File: config.mk
export PLATFORM = sky130hd
export DESIGN_NAME = tone_sequencer
export DESIGN_NICKNAME = d
export VERILOG_FILES = /design/src/rtl/tone_seq_pkg.sv /design/src/rtl/tone_fifo.sv /design/src/rtl/tone_sequencer.sv
export SDC_FILE = /design/constraint.sdc
export NUM_CORES = 1
export LEC_CHECK = 0
export ABC_AREA = 1
export CAP_MARGIN = 20
export CORE_ASPECT_RATIO = 1.25
export CORE_MARGIN = 2
export CORE_UTILIZATION = 56
export DETAILED_ROUTE_END_ITERATION = 6
export PLACE_DENSITY = 0.85
export SETUP_SLACK_MARGIN = 0.02
export SKIP_CTS_REPAIR_TIMING = 1
export SLEW_MARGIN = 20
export SYNTH_ARGS = -nofsm -noshare
export SYNTH_HDL_FRONTEND = slang
export SYNTH_SLANG_ARGS = --single-unit
File: constraint.sdc
create_clock -name clk_62p5mhz -period 2.3 [get_ports clk_62p5mhz]
set_input_delay 0.23 -clock clk_62p5mhz [delete_from_list [all_inputs] [get_ports clk_62p5mhz]]
set_output_delay 0.23 -clock clk_62p5mhz [all_outputs]
set_load 0.005 [all_outputs]
File: src/rtl/tone_seq_pkg.sv
// tone_seq_pkg: shared state encoding, entry field layout and note mapping for tone_sequencer
package tone_seq_pkg;
  typedef enum logic [1:0] {IDLE, LOAD, PLAY, GAP} state_t;
  localparam int NOTE_LSB = 0;
  localparam int NOTE_W = 4;
  localparam int DUR_LSB = 4;
  localparam int DUR_W = 12;
  localparam logic [3:0] NOTE_MAX = 4'd13;
  localparam logic [7:0] NOTE_REST = 8'd0;
  function automatic logic [7:0] note_mode(input logic [3:0] n);
    return (n >= 4'd1 && n <= NOTE_MAX) ? {4'd0, n} : NOTE_REST;
  endfunction
endpackage

File: src/rtl/tone_fifo.sv
// tone_fifo: synchronous FIFO with combinational head, flush and same-cycle push/pop when full
module tone_fifo #(
  parameter int DEPTH = 16,
  parameter int W = 16
) (
  input  logic                     clk_62p5mhz,
  input  logic                     reset_n,
  input  logic                     push,
  input  logic                     pop,
  input  logic                     flush,
  input  logic [W-1:0]             din,
  output logic [W-1:0]             dout,
  output logic [$clog2(DEPTH):0]   level,
  output logic                     full,
  output logic                     empty
);
  localparam int AW = $clog2(DEPTH);
  logic [W-1:0] mem [DEPTH];
  logic [AW-1:0] rd, wr;
  logic do_push, do_pop;
  assign empty = level == '0;
  assign full = level == (AW+1)'(DEPTH);
  assign do_pop = pop && !empty;
  assign do_push = push && (!full || do_pop);
  assign dout = mem[rd];
  always_ff @(posedge clk_62p5mhz)
    if (do_push) mem[wr] <= din;
  always_ff @(posedge clk_62p5mhz)
    if (!reset_n || flush) begin
      rd <= '0;
      wr <= '0;
      level <= '0;
    end else begin
      if (do_push) wr <= wr + 1'b1;
      if (do_pop) rd <= rd + 1'b1;
      level <= level + (AW+1)'(do_push) - (AW+1)'(do_pop);
    end
endmodule

File: src/rtl/tone_sequencer.sv
// tone_sequencer: plays queued note/duration entries on the tone generator mode input, with a silent gap after each
module tone_sequencer
  import tone_seq_pkg::*;
#(
  parameter int DEPTH = 16,
  parameter int TICK_DIV = 62500,
  parameter int GAP_MS = 5
) (
  input  logic                   clk_62p5mhz,
  input  logic                   reset_n,
  input  logic                   wr_en,
  input  logic [15:0]            wr_data,
  input  logic                   enable,
  input  logic                   flush,
  output logic [7:0]             mode,
  output logic                   busy,
  output logic                   empty,
  output logic                   full,
  output logic [$clog2(DEPTH):0] level,
  output logic                   overflow
);
  localparam int TW = TICK_DIV > 1 ? $clog2(TICK_DIV) : 1;
  state_t state;
  logic [TW-1:0] tick_cnt;
  logic [DUR_W-1:0] ms_cnt;
  logic [7:0] note;
  logic [15:0] head;
  logic pop, wrap, last;
  assign pop = state == LOAD;
  assign wrap = tick_cnt == TW'(TICK_DIV - 1);
  assign last = wrap && ms_cnt == 12'd1;
  assign busy = state != IDLE;
  tone_fifo #(.DEPTH(DEPTH), .W(16)) u_fifo (
    .clk_62p5mhz(clk_62p5mhz),
    .reset_n(reset_n),
    .push(wr_en),
    .pop(pop),
    .flush(flush),
    .din(wr_data),
    .dout(head),
    .level(level),
    .full(full),
    .empty(empty)
  );
  always_ff @(posedge clk_62p5mhz)
    if (!reset_n || flush) begin
      state <= IDLE;
      mode <= NOTE_REST;
      note <= NOTE_REST;
      tick_cnt <= '0;
      ms_cnt <= '0;
      overflow <= 1'b0;
    end else begin
      if (wr_en && full && !pop) overflow <= 1'b1;
      case (state)
        IDLE: begin
          mode <= NOTE_REST;
          if (enable && !empty) state <= LOAD;
        end
        LOAD: begin
          note <= note_mode(head[NOTE_LSB+:NOTE_W]);
          tick_cnt <= '0;
          ms_cnt <= head[DUR_LSB+:DUR_W];
          mode <= head[DUR_LSB+:DUR_W] == '0 ? NOTE_REST : note_mode(head[NOTE_LSB+:NOTE_W]);
          state <= head[DUR_LSB+:DUR_W] == '0 ? IDLE : PLAY;
        end
        PLAY, GAP: begin
          // paused cycles hold both counters and keep the output silent
          mode <= (state == PLAY && enable && !last) ? note : NOTE_REST;
          if (enable) begin
            tick_cnt <= wrap ? '0 : tick_cnt + 1'b1;
            ms_cnt <= wrap ? ms_cnt - 1'b1 : ms_cnt;
            if (last) begin
              ms_cnt <= 12'(GAP_MS);
              state <= (state == PLAY && GAP_MS > 0) ? GAP : IDLE;
            end
          end
        end
        default: state <= IDLE;
      endcase
    end
endmodule

# [Word level (Yosys, flattened, before mapping)]
# Memory sizes are Yosys's and may differ from the RTL's. A register that Yosys moved wholly into a read port is not among the register bits.
# Index checks and enable logic that the tools add are counted.
[totals] regBits=60 ramBits=256 memories=1
[memory_table] memory="u_fifo.mem" depth=16 word_bits=16 rd=1 rd_clocked_by_memory_dff=1 wr=1 line="tone_fifo.sv:18" rtl="logic [W-1:0] mem [DEPTH];"
[classes] n_addsub=6 n_lt_le_gt_ge=2 eq_ne=10 muxes=21 reduce_logical=25
[ops] cell="12-bit 2-to-1 mux" count=3
[ops] cell="16-bit 2-to-1 mux" count=2
[ops] cell="16-bit one-hot mux with 2 select lines" count=1
[ops] cell="12-bit one-hot mux with 2 select lines" count=1
[ops] cell="8-bit one-hot mux with 3 select lines" count=1
[ops] cell="16-bit by 1-bit adder with 16-bit output, second input constant" count=1
[ops] cell="16-bit == test, second input constant" count=1
[ops] cell="4-bit 2-to-1 mux" count=4
[ops] cell="12-bit by 1-bit == test with 1-bit output, second input constant" count=1
[ops] cell="12-bit zero test" count=1
[ops] cell="12-bit by 1-bit subtractor with 12-bit output, second input constant" count=1
[ops] cell="2-bit 2-to-1 mux" count=5
[ops] cell="1-bit logical AND" count=9
[ops] cell="4-bit by 1-bit adder with 4-bit output, second input constant" count=2
[ops] cell="8-bit 2-to-1 mux" count=1
[ops] cell="2-bit != test, second input constant" count=3
[ops] cell="2-bit one-hot mux with 3 select lines" count=1
[ops] cell="3-bit AND reduction" count=2
[ops] cell="5-bit by 1-bit adder with 5-bit output" count=1
[ops] cell="5-bit == test, second input constant" count=1
[ops] cell="1-bit zero test" count=5
[ops] cell="5-bit zero test" count=1
[ops] cell="5-bit by 1-bit subtractor with 5-bit output" count=1
[ops] cell="2-bit == test, second input constant" count=2
[ops] cell="other kinds (10)" count=13

# [Longest topological paths before layout]
# Gate-level depths: netlist (run 1).
[logic_depth] word_depth=7 depth_mapped=16 depth_no_buf=16

# [Hierarchy]
# Synthesis (run 1) repeated with hierarchy kept, for this count alone.
[unflattened] cells_unflattened=1553 hier_area_um2=14451.4
[modules_own_cells] module="tone_fifo" instances=1 cells_per_inst=1167 area_each_um2=11930.2 seq_area_each_um2=8027.7
[modules_own_cells] module="tone_sequencer" instances=1 cells_per_inst=386 area_each_um2=2521.2 seq_area_each_um2=780.7

# [Least setup slack after synthesis (run 1)]
# No wires, ideal clock.
[synth_path] path_kind="reg-to-reg" start="register u_fifo.level[3]" end="register u_fifo.level[4]" setup_ps=128 arrival_ps=2389 path_slack_ps=-217 path_stages_with_launch=17 path_buffers=0 synth_period_minus_slack_ps=2517 path_cell_list="dfxtp_1 inv_1 ha_1 nand3_1 nor2_1 inv_1 nand2_1 clkinv_1 ha_1 inv_1 ha_1 inv_1 fa_1 nor3_1 a211oi_1 o21ai_0 a21oi_1"
[synth_between] elab_chain_len=7 word_cells_on_any_way=9
[synth_lines] element="start: declaration" line="tone_fifo.sv:13" rtl="output logic [$clog2(DEPTH):0] level,"
[synth_lines] element="start signal: assignment" line="tone_fifo.sv:36" rtl="level <= level + (AW+1)'(do_push) - (AW+1)'(do_pop);"
[synth_lines] element="5-bit zero test (*)" line="tone_fifo.sv:21" rtl="assign empty = level == '0;"
[synth_lines] element="net empty" line="tone_sequencer.sv:17" rtl="output logic empty,"
[synth_lines] element="1-bit zero test (*)" line="tone_fifo.sv:23" rtl="assign do_pop = pop && !empty;"
[synth_lines] element="1-bit logical AND (*)" line="tone_fifo.sv:23"
[synth_lines] element="net u_fifo.do_pop" line="tone_fifo.sv:20" rtl="logic do_push, do_pop;"
[synth_lines] element="1-bit logical OR" line="tone_fifo.sv:24" rtl="assign do_push = push && (!full || do_pop);"
[synth_lines] element="1-bit logical AND" line="tone_fifo.sv:24"
[synth_lines] element="5-bit by 1-bit adder with 5-bit output" line="tone_fifo.sv:36"
[synth_lines] element="5-bit by 1-bit subtractor with 5-bit output (*)" line="tone_fifo.sv:36"
# Mark *: on every way through the listed nets, which the timed path passes. The rest lies on a longest branch.
# A chain may end at the register's enable or synchronous reset.

# [Final worst setup path (run 1)]
[layout_path] start="register u_fifo.level[2]" end="register u_fifo.level[4]"
[layout_between] elab_chain_len=7 word_cells_on_any_way=9
[layout_lines] element="5-bit zero test (*)" line="tone_fifo.sv:21"
[layout_lines] element="1-bit zero test (*)" line="tone_fifo.sv:23"
[layout_lines] element="1-bit logical AND (*)" line="tone_fifo.sv:23"
[layout_lines] element="net u_fifo.do_pop" line="tone_fifo.sv:20"
[layout_lines] element="1-bit logical OR" line="tone_fifo.sv:24"
[layout_lines] element="1-bit logical AND" line="tone_fifo.sv:24"
[layout_lines] element="5-bit by 1-bit adder with 5-bit output" line="tone_fifo.sv:36"
[layout_lines] element="5-bit by 1-bit subtractor with 5-bit output (*)" line="tone_fifo.sv:36"
# Marked as above.

==> results of run 1 <==
==> stage by stage <==
stage	hold WS (ns)	setup slack, ns	instances	instance area (um2)
2_1_floorplan	0.3289	0.02508	1305	13560
3_3_place_gp	0.4471	0.04325	1660	14560
3_5_place_dp	0.4661	-0.03661	1660	14560
4_1_cts	0.3839	-0.06037	1714	15490
5_1_grt	0.4632	-0.05019	1723	15660
6_report	0.3850	0.06102	1723	15660
==> power by group through the flow <==
stage,Sequential (mW),Clock (mW),Combinational [mW]
global placement,6.31,0,0.554
finish,6.19,4.64,0.616
CTS,6.19,4.67,0.583
detailed placement,6.31,0,0.576
floorplan,6.31,0,0.307
global route,6.19,4.88,0.671
==> cell usage after synthesis (2+ instances only) <==
cell type | n | area (um2)
sky130_fd_sc_hd__clkinv_1 | 3 | 11.26
sky130_fd_sc_hd__o221ai_1 | 4 | 35.03
sky130_fd_sc_hd__a21boi_2 | 2 | 22.52
sky130_fd_sc_hd__o21ai_0 | 82 | 410.4
sky130_fd_sc_hd__nor3_2 | 2 | 20.02
sky130_fd_sc_hd__nor2_2 | 4 | 25.02
sky130_fd_sc_hd__xnor2_1 | 2 | 17.52
sky130_fd_sc_hd__xor2_1 | 9 | 78.83
sky130_fd_sc_hd__dfxtp_1 | 56 | 1121
sky130_fd_sc_hd__buf_4 | 9 | 67.56
sky130_fd_sc_hd__a211oi_1 | 2 | 15.01
sky130_fd_sc_hd__nand4_1 | 13 | 81.33
sky130_fd_sc_hd__a21oi_1 | 40 | 200.2
sky130_fd_sc_hd__edfxtp_1 | 256 | 7687
sky130_fd_sc_hd__o21ai_1 | 17 | 85.08
sky130_fd_sc_hd__buf_2 | 20 | 100.1
sky130_fd_sc_hd__a221oi_1 | 3 | 26.28
sky130_fd_sc_hd__nand3_1 | 135 | 675.7
sky130_fd_sc_hd__and3_1 | 3 | 18.77
sky130_fd_sc_hd__ha_1 | 14 | 175.2
sky130_fd_sc_hd__clkbuf_1 | 20 | 75.07
sky130_fd_sc_hd__o211ai_1 | 16 | 120.1
sky130_fd_sc_hd__buf_1 | 3 | 11.26
sky130_fd_sc_hd__or2_2 | 2 | 12.51
sky130_fd_sc_hd__nor3_1 | 7 | 35.03
sky130_fd_sc_hd__a31oi_1 | 6 | 37.54
sky130_fd_sc_hd__nor2_1 | 174 | 653.1
sky130_fd_sc_hd__inv_1 | 105 | 394.1
sky130_fd_sc_hd__inv_2 | 3 | 11.26
sky130_fd_sc_hd__nand2_2 | 4 | 25.02
sky130_fd_sc_hd__o21ai_2 | 2 | 17.52
sky130_fd_sc_hd__nor4_1 | 3 | 18.77
sky130_fd_sc_hd__nand2_1 | 255 | 957.2
sky130_fd_sc_hd__buf_6 | 12 | 135.1
sky130_fd_sc_hd__o22ai_1 | 4 | 25.02
==> layer usage <==
metal / vias to the layer above / share of wire
li1: 4589 / -
met5: - / 0
met2: 567 / 0.51
met3: 97 / 0.085
met4: 0 / 0.037
met1: 4683 / 0.37
==> kinds of logic (layout without fill, tap and decap cells) <==
| logic type | after synthesis | count (layout) | synth area share |
|---|---|---|---|
| AND/OR/NAND/NOR | 602 | 602 | 0.1868 |
| XOR/XNOR | 11 | 11 | 0.007136 |
| AO/OA/AOI/OAI | 183 | 183 | 0.07710 |
| adder cells (fa/ha/maj) | 15 | 15 | 0.01446 |
| buffers and inverters | 178 | 271 | 0.06181 |
| other | 1 | 4 | 0.0002777 |
| flip-flops | 312 | 312 | 0.6524 |
==> worst min-delay path, cell delays in order <==
cell	delay (ns)
sky130_fd_sc_hd__clkdlybuf4s50_1	0.52
sky130_fd_sc_hd__a31oi_1	0.10
sky130_fd_sc_hd__nor2_1	0.07
==> path summary, 6_finish.rpt <==
path                                    from                          to  cells after the start
hold / removal                         wr_en       overflow$_SDFFE_PP0P_                      3
setup reg to reg  u_fifo.level[2]$_SDFF_PP0_  u_fifo.level[4]$_SDFF_PP0_                     16
setup / recovery  u_fifo.level[2]$_SDFF_PP0_  u_fifo.level[4]$_SDFF_PP0_                     16
hold reg to reg        overflow$_SDFFE_PP0P_       overflow$_SDFFE_PP0P_                      2
==> state kept, by name, indices dropped and copies added (netlist names), named ones only <==
| register | flops |
|---|---|
| tick_cnt | 16 |
| ms_cnt | 12 |
| overflow | 1 |
| state | 1 |
| note | 4 |
| u_fifo.wr | 4 |
| mode | 4 |
| u_fifo.level | 5 |
| u_fifo.mem | 256 |
| u_fifo.rd | 4 |
==> final cells by class <==
| class | count | area, um2 |
|---|---|---|
| timing repair inverter | 1 | 8.758 |
| timing repair buffer | 104 | 1044 |
| sequential | 312 | 8816 |
| inverter | 112 | 441.7 |
| tap | 325 | 406.6 |
| fill | 1615 | 8066 |
| clock inverter | 13 | 103.9 |
| multi-input combinational | 815 | 4018 |
| clock buffer | 41 | 822.0 |
==> results.py, run 1 <==
metrics = {
    "cells_and_area": {
        "final_layout_size_suffix_gt1_frac": 0.1295,
        "most_common_library_cell_in_the_layout_ignoring_fill_and_taps": "sky130_fd_sc_hd__edfxtp_1",
        "diodes": 0,
        "number_of_nets_in_the_finished_design": 1412,
        "final_cell_mix": "sky130_fd_sc_hd__edfxtp_1, sky130_fd_sc_hd__nand2_1, sky130_fd_sc_hd__nor2_1, sky130_fd_sc_hd__nand3_1, sky130_fd_sc_hd__inv_1",
        "syn_to_final_growth_pct": 15.99,
        "final_core_util": 0.6600,
    },
    "global_route": {
        "total_congestion_overflow_after_global_routing": 0,
        "grt_pass1_wl_um": 50730,
        "groute.layer.met1.usage": 0.3200,
        "grt-busiest-layer": "met2",
        "grtUsageMet3": 0.03670,
        "grt_max_degree": 61,
        "grt.met2_usage": 0.4503,
        "grt_pass1_vias": 9645,
        "initial_antenna_violation_count": 0,
        "track_usage": 0.2568,
    },
    "placement": {
        "placement.io_buffers": 33,
        "dp.final_hpwl_um": 20520,
        "finalWeightedCongestion": 0.9110,
    },
    "sta": {
        "setup-tns-final_ns": 0,
        "clock_skew_ns": 0.04330,
        "grt_setup_unrepaired": "yes",
        "slew_headroom": 0.4573,
        "final_hold_viol_count": 0,
        "final_min_period_over_clock_period": 0.9735,
        "worstMarginPinSlew_ns": 0.8131,
        "fmax_mhz": 446.6,
        "setup_violations": 0,
        "timing.final.crit_period_ns": 2.239,
        "slew_violations": 0,
    },
    "setup_path": {
        "end_kind": "flip-flop",
        "cp_data_required_time_ns": 2.76,
        "worstPathArrival_ns": 2.69,
        "regToRegSetupSlack_ns": 0.06,
        "slowest_delay_ns": 0.34,
        "path_buf_inv": 5,
        "worst-setup-path-type": "flip-flop to flip-flop",
        "timing.critical_path.cells": "inv_2 -> ha_4 -> nand3_4 -> nor2_4 -> inv_2 -> nand2_4 -> inv_4 -> ha_4 -> inv_4 -> ha_4 -> inv_2 -> fa_2 -> nor3_2 -> a211oi_2 -> o21ai_1 -> a21oi_1",
        "timing.critical_path.fanout_max": 2,
        "cpMaxStageDelayCell": "sky130_fd_sc_hd__fa_2",
        "critPathTopFamily": "adder cells",
        "kind_of_launch_point_of_the_worst_setup_path": "flip-flop",
    },
    "route": {
        "ant_nets": 0,
        "viasPerCell": 5.767,
        "total_wire_length_um": 32730,
        "routed_wire_length_per_instance_um": 18.99,
        "routed-via-count": 9936,
        "detail_route.iter0.violations": 1153,
        "drtPass1Iterations": 5,
        "drc": 0,
    },
    "worst_hold_path": {
        "hold_path.class": "primary input to flip-flop",
    },
    "power": {
        "report.power.total_mw": 11.45,
        "combinationalPowerShare": 0.054,
        "share_seq_of_total_power": 0.541,
        "vdd.ir_drop.worst_v": 0.0006211,
        "internal-power_mw": 9.000,
        "total_leakage_power_nw": 5.859,
        "clock_power_share": 0.405,
        "netSwitchingPower_mw": 2.447,
        "power.density_nw_per_um2": 731.0,
        "fraction_of_power_spent_switching_nets": 0.2138,
    },
    "cts": {
        "cts_inserted_buffers": 30,
        "clk_latency_ns": 0.57,
        "clkSinkCount": 312,
        "clk_root_buffer_cell": "sky130_fd_sc_hd__clkbuf_16",
        "cts_tree": "built",
        "clkSlewWorstSetupHoldPaths_ns": 0.07,
        "cts-htree-levels": 1,
        "clock_tree.buffer_depth": 3,
    },
    "synth": {
        "synthCells": 1302,
        "ys.warnings.count": 0,
        "synth-seq-area-share": 0.6524,
        "ys.flop_type": "sky130_fd_sc_hd__edfxtp_1",
        "synth_edf_count": 256,
        "synth.avg_cell_area_um2": 10.37,
        "post_synth_instance_area_um2": 13500,
        "number_of_flip_flops_and_latches_in_the_synthesized_netlist": 312,
        "async_flop_share": 0,
        "ys_types": 45,
    },
    "floorplanning": {
        "rows": 63,
        "chipWidth_um": 142.9,
        "boundaryPins": 38,
        "die_height_um": 177.6,
        "floorplan.core_area_um2": 23730,
        "initial_core_util": 0.5691,
        "floorplan.die_area_um2": 25380,
    },
    "flow_run": {
        "drv_cap": 0,
    },
    "run_status": {
        "status": "completed",
    },
}
Note: power is estimated with default switching activity, not from simulation.
==> run 2, diff against run 1 <==
- CORE_ASPECT_RATIO: 1.25 -> 2
==> run 2 against run 1 <==
Total power is 4.1% lower. Non-clock buffer count is 17 lower. Sequential power hardly changed. Via count is 1.9% lower. Design area is 1.8% lower. Register-to-register slack worse by 0.03 ns. Maximum frequency is 1.2% lower. Clock-buffer cell count is 11 lower. Flip-flop and latch count stayed put. Sequential share of layout area is 1.0 points higher. Critical path depth stayed put. Worst hold slack worse by 0.032 ns.
==> results.py, run 2 (same netlist as run 1, synthesis figures left out) <==
metrics = {
    "setup_path": {
        "cpMaxStageDelayCell": "sky130_fd_sc_hd__fa_2",
        "regToRegSetupSlack_ns": 0.03,
        "r2r-end": "u_fifo.level[4]$_SDFF_PP0_",
        "worstPathArrival_ns": 2.74,
        "reg2regPathDepth": 16,
        "timing.critical_path.fanout_max": 3,
        "worst-setup-path-type": "flip-flop to flip-flop",
        "r2r-start": "u_fifo.level[3]$_SDFF_PP0_",
        "cp_data_required_time_ns": 2.77,
        "kind_of_launch_point_of_the_worst_setup_path": "flip-flop",
        "end_kind": "flip-flop",
        "slowest_delay_ns": 0.36,
        "crit_top_cell": "sky130_fd_sc_hd__ha_4",
        "timing.critical_path.cells": "inv_2 -> ha_4 -> nand3_2 -> nor2_2 -> inv_2 -> nand2_4 -> inv_4 -> ha_4 -> inv_4 -> ha_4 -> inv_1 -> fa_2 -> nor3_2 -> a211oi_2 -> buf_4 -> a21oi_1",
    },
    "sta": {
        "setup_violations": 0,
        "whs_ns": 0.3535,
        "post-route-worst-setup-slack_ns": 0.03315,
        "timing.final.crit_period_ns": 2.267,
        "clock_skew_ns": 0.01104,
        "fmax_mhz": 441.1,
        "final_hold_viol_count": 0,
        "slew_violations": 0,
        "grt_setup_unrepaired": "yes",
        "worstMarginPinSlew_ns": 0.7623,
        "slew_headroom": 0.4913,
        "final_min_period_over_clock_period": 0.9856,
    },
    "cts": {
        "cts-htree-levels": 1,
        "clock_tree.buffer_depth": 3,
        "cts_tree": "built",
        "clk_root_buffer_cell": "sky130_fd_sc_hd__clkbuf_16",
        "clkSlewWorstSetupHoldPaths_ns": 0.07,
        "cts_inserted_buffers": 25,
        "clkSinkCount": 312,
        "clk_latency_ns": 0.54,
    },
    "global_route": {
        "grt_pass1_wl_um": 49340,
        "initial_antenna_violation_count": 1,
        "grt_max_degree": 80,
        "grt_pass1_vias": 9732,
        "total_congestion_overflow_after_global_routing": 0,
        "track_usage": 0.2496,
    },
    "worst_hold_path": {
        "timing.hold.worst.start": "wr_en",
        "worstHoldPathCells": 3,
        "worstHoldEndpoint": "overflow$_SDFFE_PP0P_",
        "hold_path.class": "primary input to flip-flop",
    },
    "route": {
        "total_wire_length_um": 31720,
        "detail_route.iter0.violations": 1041,
        "routed_wire_length_per_instance_um": 19.14,
        "drc": 0,
        "routed-via-count": 9747,
        "drtPass1Iterations": 5,
        "viasPerCell": 5.882,
        "ant_nets": 0,
    },
    "cells_and_area": {
        "final_layout_size_suffix_gt1_frac": 0.1110,
        "top_regs": "u_fifo.mem: 256 flops, tick_cnt: 16 flops, ms_cnt: 12 flops",
        "largest_register_ff_count": 256,
        "post_layout_nonfiller_instances": 1657,
        "most_common_library_cell_in_the_layout_ignoring_fill_and_taps": "sky130_fd_sc_hd__edfxtp_1",
        "largest_register": "u_fifo.mem",
        "number_of_nets_in_the_finished_design": 1389,
        "syn_to_final_growth_pct": 13.94,
        "final_cell_mix": "sky130_fd_sc_hd__edfxtp_1, sky130_fd_sc_hd__nand2_1, sky130_fd_sc_hd__nor2_1, sky130_fd_sc_hd__nand3_1, sky130_fd_sc_hd__inv_1",
    },
    "run_status": {
        "status": "completed",
    },
    "power": {
        "vdd.ir_drop.worst_v": 0.0003768,
        "power.density_nw_per_um2": 713.8,
        "total_leakage_power_nw": 5.720,
    },
    "placement": {
        "finalWeightedCongestion": 0.8941,
        "dp.final_hpwl_um": 19250,
        "placement.io_buffers": 33,
        "detailedPlace.worstSlack_ns": -0.05761,
        "placed_cells_incl_taps": 1611,
    },
    "floorplanning": {
        "rows": 80,
        "floorplan.die_area_um2": 25440,
        "initial_core_util": 0.5668,
        "boundaryPins": 38,
        "floorplan.core_area_um2": 23820,
        "die_height_um": 223.6,
        "chipWidth_um": 113.8,
    },
    "flow_run": {
        "drv_cap": 0,
    },
}
## run 2: cell count changes in the layout (fill, tap and decap cells not counted), moves of 2 or more
cell,delta
sky130_fd_sc_hd__clkinvlp_4,+2
sky130_fd_sc_hd__clkbuf_1,-6
sky130_fd_sc_hd__clkinv_8,-2
sky130_fd_sc_hd__clkbuf_16,-4
sky130_fd_sc_hd__o21ai_0,+2
sky130_fd_sc_hd__buf_12,+9
sky130_fd_sc_hd__nand2_2,-2
sky130_fd_sc_hd__clkinv_2,-3
sky130_fd_sc_hd__buf_6,-3
sky130_fd_sc_hd__buf_4,-21
sky130_fd_sc_hd__nand2_1,+2
sky130_fd_sc_hd__nor2_1,+2
## run 2: cell type report
| class | count | area, um2 |
|---|---|---|
| Sequential cell | 312 | 8816 |
| Fill cell | 1674 | 8439 |
| Multi-Input combinational cell | 815 | 3991 |
| Timing Repair Buffer | 87 | 989.7 |
| Clock buffer | 30 | 685.7 |
| Inverter | 112 | 434.2 |
| Tap cell | 287 | 359.1 |
| Clock inverter | 13 | 105.1 |
| Antenna cell | 1 | 2.502 |
## run 2: worst max-delay path by stage
| stage | cells after the start | from | to |
|---|---|---|---|
| 2_1_floorplan | 16 | u_fifo.level[3]$_SDFF_PP0_ | u_fifo.level[4]$_SDFF_PP0_ |
| 3_3_place_gp | 16 | u_fifo.level[3]$_SDFF_PP0_ | u_fifo.level[4]$_SDFF_PP0_ |
| 3_5_place_dp | 16 | u_fifo.level[3]$_SDFF_PP0_ | u_fifo.level[4]$_SDFF_PP0_ |
| 4_1_cts | 16 | u_fifo.level[3]$_SDFF_PP0_ | u_fifo.level[4]$_SDFF_PP0_ |
| 5_1_grt | 16 | u_fifo.level[3]$_SDFF_PP0_ | u_fifo.level[4]$_SDFF_PP0_ |
| 6_report | 16 | u_fifo.level[3]$_SDFF_PP0_ | u_fifo.level[4]$_SDFF_PP0_ |
## run 2: through the flow
stage	power (mW)	utilization	area, um2	TNS [ns]
2_1_floorplan	6.614	-	13560	0
3_3_place_gp	6.848	0.6099	14530	0
3_5_place_dp	6.867	0.6099	14530	-0.05761
4_1_cts	10.99	0.6431	15320	-0.08986
5_1_grt	11.27	0.6457	15380	-0.05885
6_report	10.98	0.6457	15380	0
## run 2: critical path, delay by kind of cell (launching register included)
family	cells	cell delay (ns)
buffers and inverters	6	0.41
DFF	1	0.33
and+or+nand+nor	4	0.46
AOI/OAI and AO/OA	2	0.17
adders and majority gates	4	0.83
## run 2: layer usage
metal | GRT usage | vias to the layer above | share of wire
met5 | 0 | - | 0
met4 | 0.1326 | 0 | 0.057
met3 | 0.03382 | 122 | 0.072
met2 | 0.4584 | 485 | 0.53
met1 | 0.2752 | 4612 | 0.34
li1 | - | 4528 | -
## run 2: report_power, final
group	internal (mW)	total, mW	switching [mW]
logic	0.218	0.582	0.363
clock network	2.25	4.21	1.97
registers	6.16	6.18	0.0260
